File: src/rtl/conv_pkg.sv
// Shared state type and word helpers for conv_layer_seq.
// Build option: CONV_SATURATE_EN selects saturating rather than wrapping word reduction.
package conv_pkg;

    typedef enum logic [2:0] {IDLE, LOAD, FWD, BWD, DONE} state_t;

    function automatic int acc_width(input int width, input int taps);
        return 2 * width + $clog2(taps);
    endfunction

    // Result is sign-extended to 64 bits; callers keep the low w bits.
    function automatic logic signed [63:0] reduce_word(input logic signed [63:0] v,
                                                       input int unsigned w);
`ifdef CONV_SATURATE_EN
        logic signed [63:0] hi;
        logic signed [63:0] lo;
        hi = (64'sd1 <<< (w - 1)) - 64'sd1;
        lo = -(64'sd1 <<< (w - 1));
        if (v > hi) return hi;
        if (v < lo) return lo;
        return v;
`else
        return (v <<< (64 - w)) >>> (64 - w);
`endif
    endfunction

endpackage

File: src/rtl/conv_mac.sv
// Single signed multiply-accumulate shared by the forward and kernel-update passes.
// sum is the value the accumulator takes on this edge, exposed for same-cycle writeback.
module conv_mac #(
    parameter int WIDTH     = 8,
    parameter int ACC_WIDTH = 20
) (
    input  logic                        clk,
    input  logic                        rst,
    input  logic                        en,
    input  logic                        clear,
    input  logic signed [WIDTH-1:0]     a,
    input  logic signed [WIDTH-1:0]     b,
    output logic signed [ACC_WIDTH-1:0] sum
);
    logic signed [2*WIDTH-1:0]   prod;
    logic signed [ACC_WIDTH-1:0] acc;

    always_comb begin
        prod = a * b;
        sum  = (clear ? '0 : acc) + ACC_WIDTH'(prod);
    end

    always_ff @(posedge clk or posedge rst) begin
        if (rst) acc <= '0;
        else if (en) acc <= sum;
    end
endmodule

File: src/rtl/conv_layer_seq.sv
// Sequential single-MAC convolution layer with optional gradient kernel update.
// Build option: CONV_SATURATE_EN (see conv_pkg) chooses saturating word reduction.
module conv_layer_seq
    import conv_pkg::*;
#(
    parameter int WIDTH            = 8,
    parameter int FRAC_BITS        = 0,
    parameter int NUM_KERNELS      = 2,
    parameter int KERNEL_DIM       = 3,
    parameter int INPUT_DIM_WIDTH  = 3,
    parameter int INPUT_DIM_HEIGHT = 3,
    parameter int LR_SHIFT         = 0,
    localparam int OW = INPUT_DIM_WIDTH - KERNEL_DIM + 1,
    localparam int OH = INPUT_DIM_HEIGHT - KERNEL_DIM + 1
) (
    input  logic                    clk,
    input  logic                    rst,
    input  logic                    start,
    input  logic                    mode,
    input  logic                    load_kernels,
    input  logic signed [WIDTH-1:0] input_image   [INPUT_DIM_HEIGHT][INPUT_DIM_WIDTH],
    input  logic signed [WIDTH-1:0] input_kernels [NUM_KERNELS][KERNEL_DIM][KERNEL_DIM],
    input  logic signed [WIDTH-1:0] output_error  [NUM_KERNELS][OH][OW],
    output logic                    busy,
    output logic                    done,
    output logic signed [WIDTH-1:0] output_data    [NUM_KERNELS][OH][OW],
    output logic signed [WIDTH-1:0] output_kernels [NUM_KERNELS][KERNEL_DIM][KERNEL_DIM]
);
    localparam int AW = acc_width(WIDTH, KERNEL_DIM * KERNEL_DIM);
    localparam int CW = 16;

    state_t          state;
    logic            mode_q;
    logic            load_q;
    logic [CW-1:0]   kc, oy, ox, ky, kx;
    logic [CW-1:0]   iy, ix;
    logic            at_k, at_oy, at_ox, at_ky, at_kx;
    logic            first_tap, last_tap, final_step, mac_en;
    logic signed [WIDTH-1:0] pix, kern, err, mac_a, mac_b;
    logic signed [AW-1:0]    sum;

    always_comb begin
        at_k  = (kc == CW'(NUM_KERNELS - 1));
        at_oy = (oy == CW'(OH - 1));
        at_ox = (ox == CW'(OW - 1));
        at_ky = (ky == CW'(KERNEL_DIM - 1));
        at_kx = (kx == CW'(KERNEL_DIM - 1));
        mac_en     = (state == FWD) || (state == BWD);
        first_tap  = (state == FWD) ? (ky == '0 && kx == '0) : (oy == '0 && ox == '0);
        last_tap   = (state == FWD) ? (at_ky && at_kx) : (at_oy && at_ox);
        final_step = at_k && at_oy && at_ox && at_ky && at_kx;
        iy = oy + ky;
        ix = ox + kx;
        // Operand selection by comparison keeps every index a constant.
        pix  = '0;
        kern = '0;
        err  = '0;
        for (int unsigned y = 0; y < INPUT_DIM_HEIGHT; y++)
            for (int unsigned x = 0; x < INPUT_DIM_WIDTH; x++)
                if (iy == CW'(y) && ix == CW'(x)) pix = input_image[y][x];
        for (int unsigned k = 0; k < NUM_KERNELS; k++) begin
            for (int unsigned r = 0; r < KERNEL_DIM; r++)
                for (int unsigned c = 0; c < KERNEL_DIM; c++)
                    if (kc == CW'(k) && ky == CW'(r) && kx == CW'(c)) kern = output_kernels[k][r][c];
            for (int unsigned r = 0; r < OH; r++)
                for (int unsigned c = 0; c < OW; c++)
                    if (kc == CW'(k) && oy == CW'(r) && ox == CW'(c)) err = output_error[k][r][c];
        end
        mac_a = (state == BWD) ? err : pix;
        mac_b = (state == BWD) ? pix : kern;
    end

    conv_mac #(.WIDTH(WIDTH), .ACC_WIDTH(AW)) u_mac (
        .clk   (clk),
        .rst   (rst),
        .en    (mac_en),
        .clear (first_tap),
        .a     (mac_a),
        .b     (mac_b),
        .sum   (sum)
    );

    always_ff @(posedge clk or posedge rst) begin
        if (rst) begin
            state  <= IDLE;
            busy   <= 1'b0;
            done   <= 1'b0;
            mode_q <= 1'b0;
            load_q <= 1'b0;
            kc <= '0; oy <= '0; ox <= '0; ky <= '0; kx <= '0;
            for (int unsigned k = 0; k < NUM_KERNELS; k++) begin
                for (int unsigned r = 0; r < OH; r++)
                    for (int unsigned c = 0; c < OW; c++) output_data[k][r][c] <= '0;
                for (int unsigned r = 0; r < KERNEL_DIM; r++)
                    for (int unsigned c = 0; c < KERNEL_DIM; c++) output_kernels[k][r][c] <= '0;
            end
        end else begin
            done <= 1'b0;
            case (state)
                IDLE: if (start) begin
                    state  <= LOAD;
                    busy   <= 1'b1;
                    mode_q <= mode;
                    load_q <= load_kernels;
                end
                LOAD: begin
                    if (load_q) output_kernels <= input_kernels;
                    kc <= '0; oy <= '0; ox <= '0; ky <= '0; kx <= '0;
                    state <= FWD;
                end
                FWD: begin
                    if (last_tap)
                        for (int unsigned k = 0; k < NUM_KERNELS; k++)
                            for (int unsigned r = 0; r < OH; r++)
                                for (int unsigned c = 0; c < OW; c++)
                                    if (kc == CW'(k) && oy == CW'(r) && ox == CW'(c))
                                        output_data[k][r][c] <= WIDTH'(reduce_word(64'(sum >>> FRAC_BITS), WIDTH));
                    if (final_step) begin
                        kc <= '0; oy <= '0; ox <= '0; ky <= '0; kx <= '0;
                        if (mode_q) state <= BWD;
                        else begin
                            state <= DONE;
                            busy  <= 1'b0;
                            done  <= 1'b1;
                        end
                    end else begin
                        kx <= at_kx ? '0 : kx + 1'b1;
                        if (at_kx) begin
                            ky <= at_ky ? '0 : ky + 1'b1;
                            if (at_ky) begin
                                ox <= at_ox ? '0 : ox + 1'b1;
                                if (at_ox) begin
                                    oy <= at_oy ? '0 : oy + 1'b1;
                                    if (at_oy) kc <= kc + 1'b1;
                                end
                            end
                        end
                    end
                end
                BWD: begin
                    if (last_tap)
                        for (int unsigned k = 0; k < NUM_KERNELS; k++)
                            for (int unsigned r = 0; r < KERNEL_DIM; r++)
                                for (int unsigned c = 0; c < KERNEL_DIM; c++)
                                    if (kc == CW'(k) && ky == CW'(r) && kx == CW'(c))
                                        output_kernels[k][r][c] <= WIDTH'(reduce_word(
                                            64'(kern) - 64'((sum >>> FRAC_BITS) >>> LR_SHIFT), WIDTH));
                    if (final_step) begin
                        kc <= '0; oy <= '0; ox <= '0; ky <= '0; kx <= '0;
                        state <= DONE;
                        busy  <= 1'b0;
                        done  <= 1'b1;
                    end else begin
                        ox <= at_ox ? '0 : ox + 1'b1;
                        if (at_ox) begin
                            oy <= at_oy ? '0 : oy + 1'b1;
                            if (at_oy) begin
                                kx <= at_kx ? '0 : kx + 1'b1;
                                if (at_kx) begin
                                    ky <= at_ky ? '0 : ky + 1'b1;
                                    if (at_ky) kc <= kc + 1'b1;
                                end
                            end
                        end
                    end
                end
                DONE:    state <= IDLE;
                default: state <= IDLE;
            endcase
        end
    end
endmodule

File: config.mk
export PLATFORM = sky130hd
export DESIGN_NAME = conv_layer_seq
export DESIGN_NICKNAME = d
export VERILOG_FILES = /design/src/rtl/conv_pkg.sv /design/src/rtl/conv_mac.sv /design/src/rtl/conv_layer_seq.sv
export SDC_FILE = /design/constraint.sdc
export NUM_CORES = 1
export LEC_CHECK = 0
export BUFFER_PORTS_ARGS = -buffer_cell sky130_fd_sc_hd__buf_2
export CAP_MARGIN = 10
export CORE_UTILIZATION = 60
export DETAILED_ROUTE_END_ITERATION = 8
export PLACE_DENSITY = 0.87
export SYNTH_ARGS = -nofsm -noshare
export SYNTH_HDL_FRONTEND = slang
export SYNTH_SLANG_ARGS = --single-unit
File: constraint.sdc
create_clock -name clk -period 22.7 [get_ports clk]
set_input_delay 4.54 -clock clk [delete_from_list [all_inputs] [get_ports clk]]
set_output_delay 4.54 -clock clk [all_outputs]
set_load 0.05 [all_outputs]
# Yosys cells after proc, flatten, opt, wreduce, memory -nomap -nowiden

Cells that the tools add are included.

Bits in latches: 0
Bits of input ports: 237
Output and inout port bits: 162
Register bits: 267
Memories: 0
Bits in read-only memories: 0
RAM bits: 0

Magnitude comparators: 0
Div/mod/pow operators: 0
$mul: 1
Shifts and indexed selects: 0
$add $sub $neg: 9
Equality and inequality tests: 44
Bitwise operators: 0
Reduce and logical (&&, ||, !) cells: 80
Multiplexer cells: 106

Operators by type and width:

| operator                                               | number |
|---|---|
| 2-to-1 mux 16 bit                                      | 32 |
| 2-to-1 mux 8 bit                                       | 49 |
| 2-to-1 mux 144 bit                                     | 2 |
| one-hot mux 144 bit (2 select lines)                   | 1 |
| one-hot mux 16 bit (3 select lines)                    | 5 |
| logical NOT 16 bit                                     | 7 |
| adder 16 x 1 -> 16 bit (second input constant)         | 5 |
| == test 16 x 1 -> 1 bit (second input constant)        | 5 |
| AND reduction 4 bit                                    | 18 |
| == test 16 x 2 -> 1 bit (second input constant)        | 4 |
| logical AND 1 bit                                      | 42 |
| inequality test 2 bit (second input constant)          | 18 |
| adder 16 bit                                           | 2 |
| inequality test 3 bit (second input constant)          | 8 |
| adder 20 bit                                           | 1 |
| 2-to-1 mux 20 bit                                      | 1 |
| multiplier 8 x 8 -> 16 bit                             | 1 |
| AND reduction 3 bit                                    | 5 |
| 2-to-1 mux 3 bit                                       | 4 |
| inequality test 2 x 1 -> 1 bit (second input constant) | 6 |
| one-hot mux 3 bit (4 select lines)                     | 1 |
| 2-to-1 mux 1 bit                                       | 9 |
| AND reduction 9 bit                                    | 1 |
| subtractor 8 bit                                       | 1 |
| 10 further kinds                                       | 12 |

# Logic depth before layout (Yosys ltp)

Gate-level depths: netlist (run 1).

Word-level depth: 28
Depth in mapped cells: 39
Depth with buffers taken out: 38

# Cells and area by module

From an unflattened synthesis (run 1), not the netlist that was laid out.

Cells, all modules: 2427
Area, all modules: 20155.6 µm²

By module, submodules not included:

| module         | instances | cells each | area an instance (µm²) |
|---|---|---|---|
| conv_layer_seq | 1         | 1956       | 15859.0 |
| conv_mac       | 1         | 471        | 4296.6 |

# Worst setup path after synthesis (run 1)

No wires, ideal clock.

Kind: input-to-reg
Start point: input port input_image[35] (netlist bit)
End point: register output_kernels[7] (netlist bit)
Stages on the path: 28
Required time: 22562 ps
Arrival: 10289 ps
Path slack: 12273 ps
Buffers on the path: 1
Library setup time: 138 ps
Cell sequence: mux4_2 o21bai_1 a31oi_1 inv_1 a21oi_1 nor2_1 ha_1 inv_1 fa_1 inv_1 ha_1 inv_1 fa_1 inv_1 ha_1 fa_1 ha_1 inv_1 xnor2_1 ha_1 a21o_1 a21oi_1 xnor2_1 or3_1 and4_4 o21ai_4 buf_6 a31oi_2

Longest elaborated chain between the ends: 12

Ends and longest elaborated chain:

| item                                   | line                                       | RTL |
|---|---|---|
| start: declaration                     | conv_layer_seq.sv:21                       | `input logic signed [WIDTH-1:0] input_image [INPUT_DIM_HEIGHT][INPUT_DIM_WIDTH],` |
| 2-to-1 mux 8 bit * (5 in a row)        | conv_layer_seq.sv:60                       | `if (iy == CW'(y) && ix == CW'(x)) pix = input_image[y][x];` |
| 2-to-1 mux 8 bit (on tied branches)    | conv_layer_seq.sv:69, conv_layer_seq.sv:70 |  |
| multiplier 8 x 8 -> 16 bit *           | conv_mac.sv:19                             | `prod = a * b;` |
| adder 20 bit *                         | conv_mac.sv:20                             | `sum = (clear ? '0 : acc) + ACC_WIDTH'(prod);` |
| subtractor 8 bit *                     | conv_layer_seq.sv:147                      | `64'(kern) - 64'((sum >>> FRAC_BITS) >>> LR_SHIFT), WIDTH));` |
| 2-to-1 mux 8 bit *                     | conv_layer_seq.sv:145                      | `if (kc == CW'(k) && ky == CW'(r) && kx == CW'(c))` |
| 2-to-1 mux 144 bit *                   | conv_layer_seq.sv:141                      | `if (last_tap)` |
| one-hot mux 144 bit (2 select lines) * | conv_layer_seq.sv:99                       | `case (state)` |
| end signal: assignment                 | conv_layer_seq.sv:107                      | `if (load_q) output_kernels <= input_kernels;` |
| end signal: indexed assignment         | conv_layer_seq.sv:146                      | `output_kernels[k][r][c] <= WIDTH'(reduce_word(` |
| end: declaration                       | conv_layer_seq.sv:27                       | `output logic signed [WIDTH-1:0] output_kernels [NUM_KERNELS][KERNEL_DIM][KERNEL_DIM]` |

Every way passes the cells marked *; elsewhere a longest branch is shown, timed or not. The select of a mux whose other input is x is not followed.
A chain may end at the register's enable or synchronous reset.

# Worst setup path after layout (run 1)

Start point: input port input_image[35] (netlist bit)
End point: register output_kernels[71] (netlist bit)

Same word-level chain as after synthesis.

==> run metrics, run 1 <==
status complete, no violations; Most used DFF post-synth dfrtp_1; DP Worst Slack 11.11 ns; CTS Hold Bufs 0; DRC 0; Seq/Total Area, Yosys 35.66%; initial antenna violation count 2; largest net degree at the start of global routing 123; initial DRC count 2511; Arr. time, crit path 11.60 ns; slowest CP cell o21ai_4; Slew @ Worst Pin 1.292 ns; CP Launch Type input port; mapped cell area 17900 um^2; worst reg2reg endpoint output_kernels[71]; Layout fillers 2264; Hold WC Path Type reg -> reg; die area 30520 um^2; Hold Slack 0.4703 ns; via count 19770; clk sinks 255; ANT nets after route 0; GRT overflow 0; die width 174.7 um; CP Class in -> reg; clock root buffer clkbuf_16; Worst setup EP type flip-flop; Slew HR 13.79%; Placer Congestion 1.004; Fin. Hold Viols 0; most frequent cells in the layout buf_2, a21oi_1, nand2_1, dfrtp_1, nor2_1; per-cell routed wire length 23.50 um; f_max 89.12 MHz; worst-case reg-to-reg path depth 35; CP required 23.08 ns; synthesized flop and latch total 255; Synth async-reset ratio 100.0%; Core ar. 29010 um^2; die height 174.7 um; routed wire length 69.78 mm; fin crit period 11.22 ns; startpoint of the worst register-to-register path ky[0]; Pins Over Slew Limit 0; via/cell ratio 6.658; post-synthesis average cell area 8.000 um^2; CTS tree yes; period utilization 49.43%; GRT Total Usage 44.49%; num rows 62; post-CTS resize count 0; Post-synth EDFFs 0; clk_skew 0.02596 ns; RSZ-0062 raised after global routing false; share of cells above drive strength 1 20.39%; total of max-cap violations 0; most common cell after layout, fill and taps aside buf_2; Hold Startpoint u_mac.acc[0]; Syn Inst Count 2237; # IOs 399; deepest clock path buffer count 3; Final Setup Violations 0; post-route setup slack 11.48 ns; htree depth 1; R2R Setup Slk 12.60 ns; library cells used by synthesis 82; Clock Pin Slew Worst Setup and Hold Paths 0.07 ns; clock buffer count from CTS 28; DRT Pass-1 Iters 7; Worst-Skew Late Latency 0.56 ns; hold depth 2; hold endpoint u_mac.acc[0]; nets@finish 2896; first-pass GRT wire length 105.7 mm; Post-CTS Setup Bufs 0; vias in the first global route 18970; Sum Neg Setup Slack 0 ns; CP max FO 18; Ys Warns 0; Crit path largest cell delay 0.59 ns; post-DP HPWL 51.60 mm; Port-buffer cells 398; Starting Density 61.68%; P&R area growth vs syn 17.77%; most used cell, CP inv_1; Synthesized Nets 2568
==> worst max-delay path by stage <==
| stage | from | end | slack [ns] | depth (start not counted) |
|---|---|---|---|---|
| CTS | input_image[35] | output_kernels[71] | 11.63 | 29 |
| global route | input_image[35] | output_kernels[71] | 11.26 | 28 |
| global placement | input_image[35] | output_kernels[79] | 11.27 | 29 |
| floorplan | rst | busy | 11.15 | 1 |
| finish | input_image[35] | output_kernels[71] | 11.48 | 29 |
| detailed placement | input_image[35] | output_kernels[79] | 11.11 | 29 |
==> worst max-delay path: cells and delay by family <==
| family | cells | cell delay, ns |
|---|---|---|
| adder cells (fa/ha/maj) | 8 | 2.82 |
| AO/OA/AOI/OAI | 6 | 1.94 |
| AND/OR/NAND/NOR | 5 | 0.86 |
| buffers and inverters | 7 | 0.58 |
| XOR/XNOR | 2 | 0.40 |
| multiplexers | 1 | 0.46 |
==> cell type report <==
cell class                 count  area [um^2]  area share (%)
multi-input combinational   1768        10700           50.75
sequential                   255         6381           30.28
timing repair buffer         425         2195           10.41
clock buffer                  37        805.8           3.823
tap                          384        480.5           2.280
inverter                      87        334.1           1.585
clock inverter                13        180.2          0.8549
antenna                        1        2.502         0.01187
==> Yosys cell counts, types with 14 or more instances <==
library cell | n | area [um^2]
a21oi_1 | 302 | 1511
nand2_1 | 266 | 998.5
dfrtp_1 | 255 | 6381
nor2_1 | 233 | 874.6
o21ai_0 | 221 | 1106
clkbuf_1 | 101 | 379.1
inv_1 | 86 | 322.8
ha_1 | 78 | 975.9
nand3_1 | 52 | 260.3
nand4_1 | 44 | 275.3
xor2_1 | 42 | 367.9
a31oi_1 | 38 | 237.7
nor3_1 | 37 | 185.2
and3_1 | 35 | 219.0
xnor2_1 | 27 | 236.5
a21o_1 | 24 | 180.2
o211ai_1 | 20 | 150.1
nor2b_1 | 18 | 112.6
and2_1 | 17 | 106.4
buf_2 | 16 | 80.08
fa_1 | 16 | 320.3
a22oi_1 | 14 | 105.1
nand2b_1 | 14 | 87.58
nor3b_1 | 14 | 105.1
o31ai_1 | 14 | 105.1
==> logic make-up after synthesis <==
kind of cell,synth area share [%]
fa+ha+maj,7.243
mux,1.454
flops,35.66
xor+xnor,3.629
compound gates,25.87
buf+inv,4.726
simple gates,21.42
==> stage by stage <==
stage	utilization, %	cells	instance area (um^2)
finish	72.64	2970	21080
global route	72.63	2969	21070
CTS	72.61	2968	21070
detailed placement	69.21	2918	20080
global placement	69.21	2918	20080
floorplan	-	2237	17900
==> routing by layer <==
metal  GRT usage, %  up-vias  wire length [um]
li1               -     8733                 -
met1          55.39     9359             25570
met2          72.97     1393             32630
met3          7.985      287              7217
met4          25.14        2              4354
met5              0        -                11
==> sequential cells by signal (all words and copies together) (netlist names) <==
signal          count
busy                1
state               3
output_data        16
output_kernels    144
ox                 16
ky                 16
u_mac.acc           8
load_q              1
done                1
kx                 16
oy                 16
kc                 16
mode_q              1
Power of run 1 is not shown: default switching activity piles up to over one toggle a cycle in this logic, so the estimate is an artifact.
==> run 2, diff against run 1 <==
CORE_UTILIZATION = 50   (was 60)
PLACE_DENSITY = 0.77   (was 0.87)
clock period = 9.8 ns   (was 22.7 ns; I/O delays follow)
==> run 2 against run 1 <==
Core utilization decreased by 11 points. Global-route usage decreased by 6.6 points. Design area increased by 1.5%. Worst setup slack got worse by 11 ns. Sequential share of layout area decreased by 0.46 points. Critical path type is now reg -> reg. Non-clock buffer count increased by 35.
==> run metrics, run 2 (synthesis results as in run 1) <==
deepest clock path buffer count 3 (unchanged); DRC 0 (unchanged); via/cell ratio 6.408 (-3.8%); clk sinks 255 (unchanged); worst reg2reg endpoint output_kernels[87]; worst-case reg-to-reg path depth 35 (unchanged); Clock Pin Slew Worst Setup and Hold Paths 0.06 ns (about the same); num rows 68 (+9.7%); vias in the first global route 18550 (-2.2%); die width 191.2 um (+9.4%); Multi-input gate area 10710 um^2 (+0.14%); Worst-Skew Late Latency 0.57 ns (about the same); DP Worst Slack 0.4256 ns (-10.69 ns); hold depth 2 (unchanged); CP Class reg -> reg; fin crit period 9.245 ns; post-CTS resize count 0 (unchanged); first-pass GRT wire length 106.8 mm (+0.97%); Starting Density 51.30% (-10 points); period utilization 94.34%; # IOs 399 (unchanged); Worst setup EP type flip-flop; R2R Setup Slk 0.55 ns (-12.05 ns); Pins Over Slew Limit 0 (unchanged); initial DRC count 2149 (-14%); die height 191.2 um (+9.4%); Antenna Cells 0 (-1); RSZ-0062 raised after global routing false; most common cell after layout, fill and taps aside buf_2; largest net degree at the start of global routing 137 (+11%); Crit path largest cell delay 0.59 ns (about the same); Hold WC Path Type reg -> reg; via count 19700 (-0.35%); DRT Pass-1 Iters 6 (-1); Sum Neg Setup Slack 0 ns (unchanged); CP required 10.17 ns (-12.91 ns); clock buffer count from CTS 28 (unchanged); clock root buffer clkbuf_16; Port-buffer cells 398 (unchanged); most used cell, CP fa_1; GRT Total Usage 37.92% (-6.6 points); largest register by flop count output_kernels; routed wire length 71.22 mm (+2.1%); Layout fillers 3173 (+40%); die area 36550 um^2 (+20%); Slew HR 19.99% (+6.2 points); ANT nets after route 0 (unchanged); f_max 108.2 MHz; Post-CTS Setup Bufs 0 (unchanged); initial antenna violation count 1 (-1); total of max-cap violations 0 (unchanged); Arr. time, crit path 9.62 ns (-1.98 ns); status complete, no violations; CP max FO 18 (unchanged); Hold Startpoint output_data[8]; Storage cell area 6381 um^2 (unchanged); Slew @ Worst Pin 1.200 ns (-0.09161 ns); post-route setup slack 0.5550 ns (-10.92 ns); CTS tree yes; slowest CP cell or4_1; htree depth 1 (unchanged); GRT overflow 0 (unchanged); most frequent cells in the layout buf_2, a21oi_1, nand2_1, dfrtp_1, nor2_1; P&R area growth vs syn 19.58%; per-cell routed wire length 23.16 um (-1.4%); post-DP HPWL 54.52 mm (+5.7%); hold endpoint output_data[8]; startpoint of the worst register-to-register path ky[0]; Final Setup Violations 0 (unchanged); share of cells above drive strength 1 21.37% (+0.99 points); CTS Hold Bufs 0 (unchanged); CP Launch Type flip-flop; nets@finish 2931 (+1.2%); Fin. Hold Viols 0 (unchanged); clk_skew 0.01706 ns (-0.008899 ns); Core ar. 34880 um^2 (+20%); Largest register FFs 144 (unchanged); Placer Congestion 1.013 (+0.88%)
==> run 2: worst max-delay path, delay by kind of cell, from the launching register on <==
kind | cells | cell delay (ns)
buf+inv | 6 | 0.79
simple gates | 8 | 2.28
flops | 1 | 0.44
fa+ha+maj | 9 | 3.36
compound gates | 9 | 1.53
xor+xnor | 3 | 0.62
==> run 2: layout make-up <==
cell class,instances,share of cell area [%]
inverters,87,1.561
repair buffers,460,11.52
well taps,455,2.660
clock inverters,9,0.5028
multi-input cells,1768,50.06
clock buffers,41,3.882
flip-flops and latches,255,29.82
==> run 2: how the worst max path moves through the flow <==
stage | from | endpoint | slack (ns) | depth (start not counted)
4_1_cts | ky[0] | output_kernels[55] | 0.39 | 35
2_1_floorplan | rst | busy | 0.83 | 1
3_3_place_gp | ky[0] | output_kernels[87] | 0.65 | 37
5_1_grt | ky[0] | output_kernels[87] | 0.03 | 37
3_5_place_dp | ky[0] | output_kernels[87] | 0.43 | 35
6_report | ky[0] | output_kernels[87] | 0.55 | 35
==> run 2: stage by stage <==
step	util, %	area (um^2)	hold WS [ns]	instances
global placement	58.55	20420	0.4519	3023
global route	61.35	21400	0.5052	3075
CTS	61.28	21380	0.4699	3074
floorplan	-	17900	0.4375	2237
finish	61.35	21400	0.4654	3075
detailed placement	58.59	20440	0.4560	3024
==> run 2: per-layer routing <==
layer	vias to the layer above	GRT usage, %	part of all wire, %
met4	2	21.55	6.1
met2	1239	61.55	46
met3	242	5.434	8.9
met5	-	0	0.014
met1	9404	48.39	39
li1	8817	-	-
Power of run 2 is left out for the same reason.
==> run 3, diff against run 2 <==
==> constraint.sdc (replaced) <==
create_clock -name clk -period 9.8 [get_ports clk]
set_input_delay 1.47 -clock clk [delete_from_list [all_inputs] [get_ports clk]]
set_output_delay 1.47 -clock clk [all_outputs]
set_load 0.05 [all_outputs]
==> run 3 against run 2 <==
Critical path depth rose by 2. Cell count barely moved. Die area did not move. Via count rose by 0.11%. Register-to-register slack improved by 0.14 ns. Largest cell class unchanged. Design area is 0.26% lower. Core utilization is 0.16 points lower. Routed wire length is 1.0% higher. Non-clock buffer count fell by 3. Worst setup slack improved by 0.14 ns. Sequential share of layout area grew 0.079 points.
==> run metrics, run 3 (synthesis results as in run 1) <==
status complete, no violations; routed wire length 71.96 mm (+1.0%); slowest CP cell fa_1; nets@finish 2929 (-0.068%); Worst setup EP type flip-flop; total of max-cap violations 0 (unchanged); share of cells above drive strength 1 21.45% (+0.076 points); CP required 10.18 ns (about the same); Core ar. 34880 um^2 (unchanged); largest net degree at the start of global routing 107 (-22%); Hold WC Path Type reg -> reg; # IOs 399 (unchanged); Sum Neg Setup Slack 0 ns (unchanged); CP max FO 18 (unchanged); Final Setup Violations 0 (unchanged); post-CTS resize count 0 (unchanged); Slew HR 18.27% (-1.7 points); htree depth 1 (unchanged); family with the most delay on the worst path adder cells; die height 191.2 um (unchanged); DRT Pass-1 Iters 6 (unchanged); Starting Density 51.30% (unchanged); first-pass GRT wire length 108.0 mm (+1.1%); RSZ-0062 raised after global routing false; Largest register FFs 144 (unchanged); Pins Over Slew Limit 0 (unchanged); initial antenna violation count 2 (+1); largest register by flop count output_kernels; clock root buffer clkbuf_16; Worst-Skew Late Latency 0.57 ns (about the same); Post-CTS Setup Bufs 0 (unchanged); GRT Total Usage 38.47% (+0.55 points); DP Worst Slack 0.7015 ns (+0.2760 ns); P&R area growth vs syn 19.26%; Clock Pin Slew Worst Setup and Hold Paths 0.06 ns (about the same); most frequent cells in the layout buf_2, a21oi_1, nand2_1, dfrtp_1, nor2_1; CTS tree yes; initial DRC count 2076 (-3.4%); via count 19730 (+0.11%); Slew @ Worst Pin 1.226 ns (+0.02582 ns); CP Buf/Inv Count 8 (+2); deepest clock path buffer count 3 (unchanged); via/cell ratio 6.413 (about the same); Fin. Hold Viols 0 (unchanged); Arr. time, crit path 9.48 ns (-0.14 ns); CTS Hold Bufs 0 (unchanged); fin crit period 9.101 ns (-0.1444 ns); clk_skew 0.01372 ns (-0.003339 ns); Placer Congestion 1.062 (+4.8%); die width 191.2 um (unchanged); GRT overflow 0 (unchanged); vias in the first global route 18710 (+0.84%); post-DP HPWL 54.85 mm (+0.60%); per-cell routed wire length 23.39 um (+1.0%); clk sinks 255 (unchanged); die area 36550 um^2 (unchanged); Crit path largest cell delay 0.55 ns (-0.04 ns); CP Launch Type flip-flop; num rows 68 (unchanged); post-route setup slack 0.6993 ns (+0.1444 ns); f_max 109.9 MHz (+1.6%); ANT nets after route 0 (unchanged); clock buffer count from CTS 29 (+3.6%); Port-buffer cells 398 (unchanged); DRC 0 (unchanged); period utilization 92.86% (-1.5 points); CP Class reg -> reg; most common cell after layout, fill and taps aside buf_2
run 3: worst reg2reg max path, delay by kind of cell (launching register included):
kind | cells | cell delay [ns]
AO/OA/AOI/OAI | 7 | 1.34
XOR/XNOR | 3 | 0.51
adder cells (fa/ha/maj) | 9 | 3.29
buffers and inverters | 8 | 0.97
flip-flops | 1 | 0.45
AND/OR/NAND/NOR | 10 | 2.35
run 3: final cells by class:
class	count	area [um^2]
antenna	1	2.502
clock buffer	38	809.5
clock inverter	15	87.58
fill	3105	13540
inverter	87	334.1
multi-input combinational	1768	10700
sequential	255	6381
tap	455	569.3
timing repair buffer	457	2455
run 3: metal layers:
| metal | share of wire, % | vias up | routed length, um | GRT usage, % |
|---|---|---|---|---|
| met3 | 9.2 | 297 | 6603 | 6.719 |
| met5 | 0.019 | - | 14 | 0 |
| met2 | 45 | 1254 | 32600 | 61.76 |
| met1 | 39 | 9358 | 27940 | 48.55 |
| li1 | - | 8815 | - | - |
| met4 | 6.7 | 2 | 4799 | 22.68 |
run 3: final timing paths:
kind                              startpoint  cells past startpoint             endpoint  slack [ns]
max in group asynchronous                rst                      3      output_data[10]        7.24
min in group asynchronous                rst                      2  output_kernels[138]        1.04
worst min-delay path            u_mac.acc[0]                      2         u_mac.acc[0]        0.47
worst max-delay path                   kx[0]                     37   output_kernels[79]        0.70
worst max register to register         kx[0]                     37   output_kernels[79]        0.70
worst min register to register  u_mac.acc[0]                      2         u_mac.acc[0]        0.47
run 3: metrics by stage:
| step | hold WS [ns] | cells | instance area, um^2 | util (%) |
|---|---|---|---|---|
| after CTS | 0.4691 | 3074 | 21330 | 61.13 |
| after global placement | 0.4546 | 3020 | 20410 | 58.52 |
| after detailed placement | 0.4545 | 3021 | 20430 | 58.56 |
| after floorplan | 0.4375 | 2237 | 17900 | - |
| after global routing | 0.4909 | 3075 | 21340 | 61.18 |
| final | 0.4661 | 3076 | 21340 | 61.18 |
Power of run 3 is left out for the same reason.
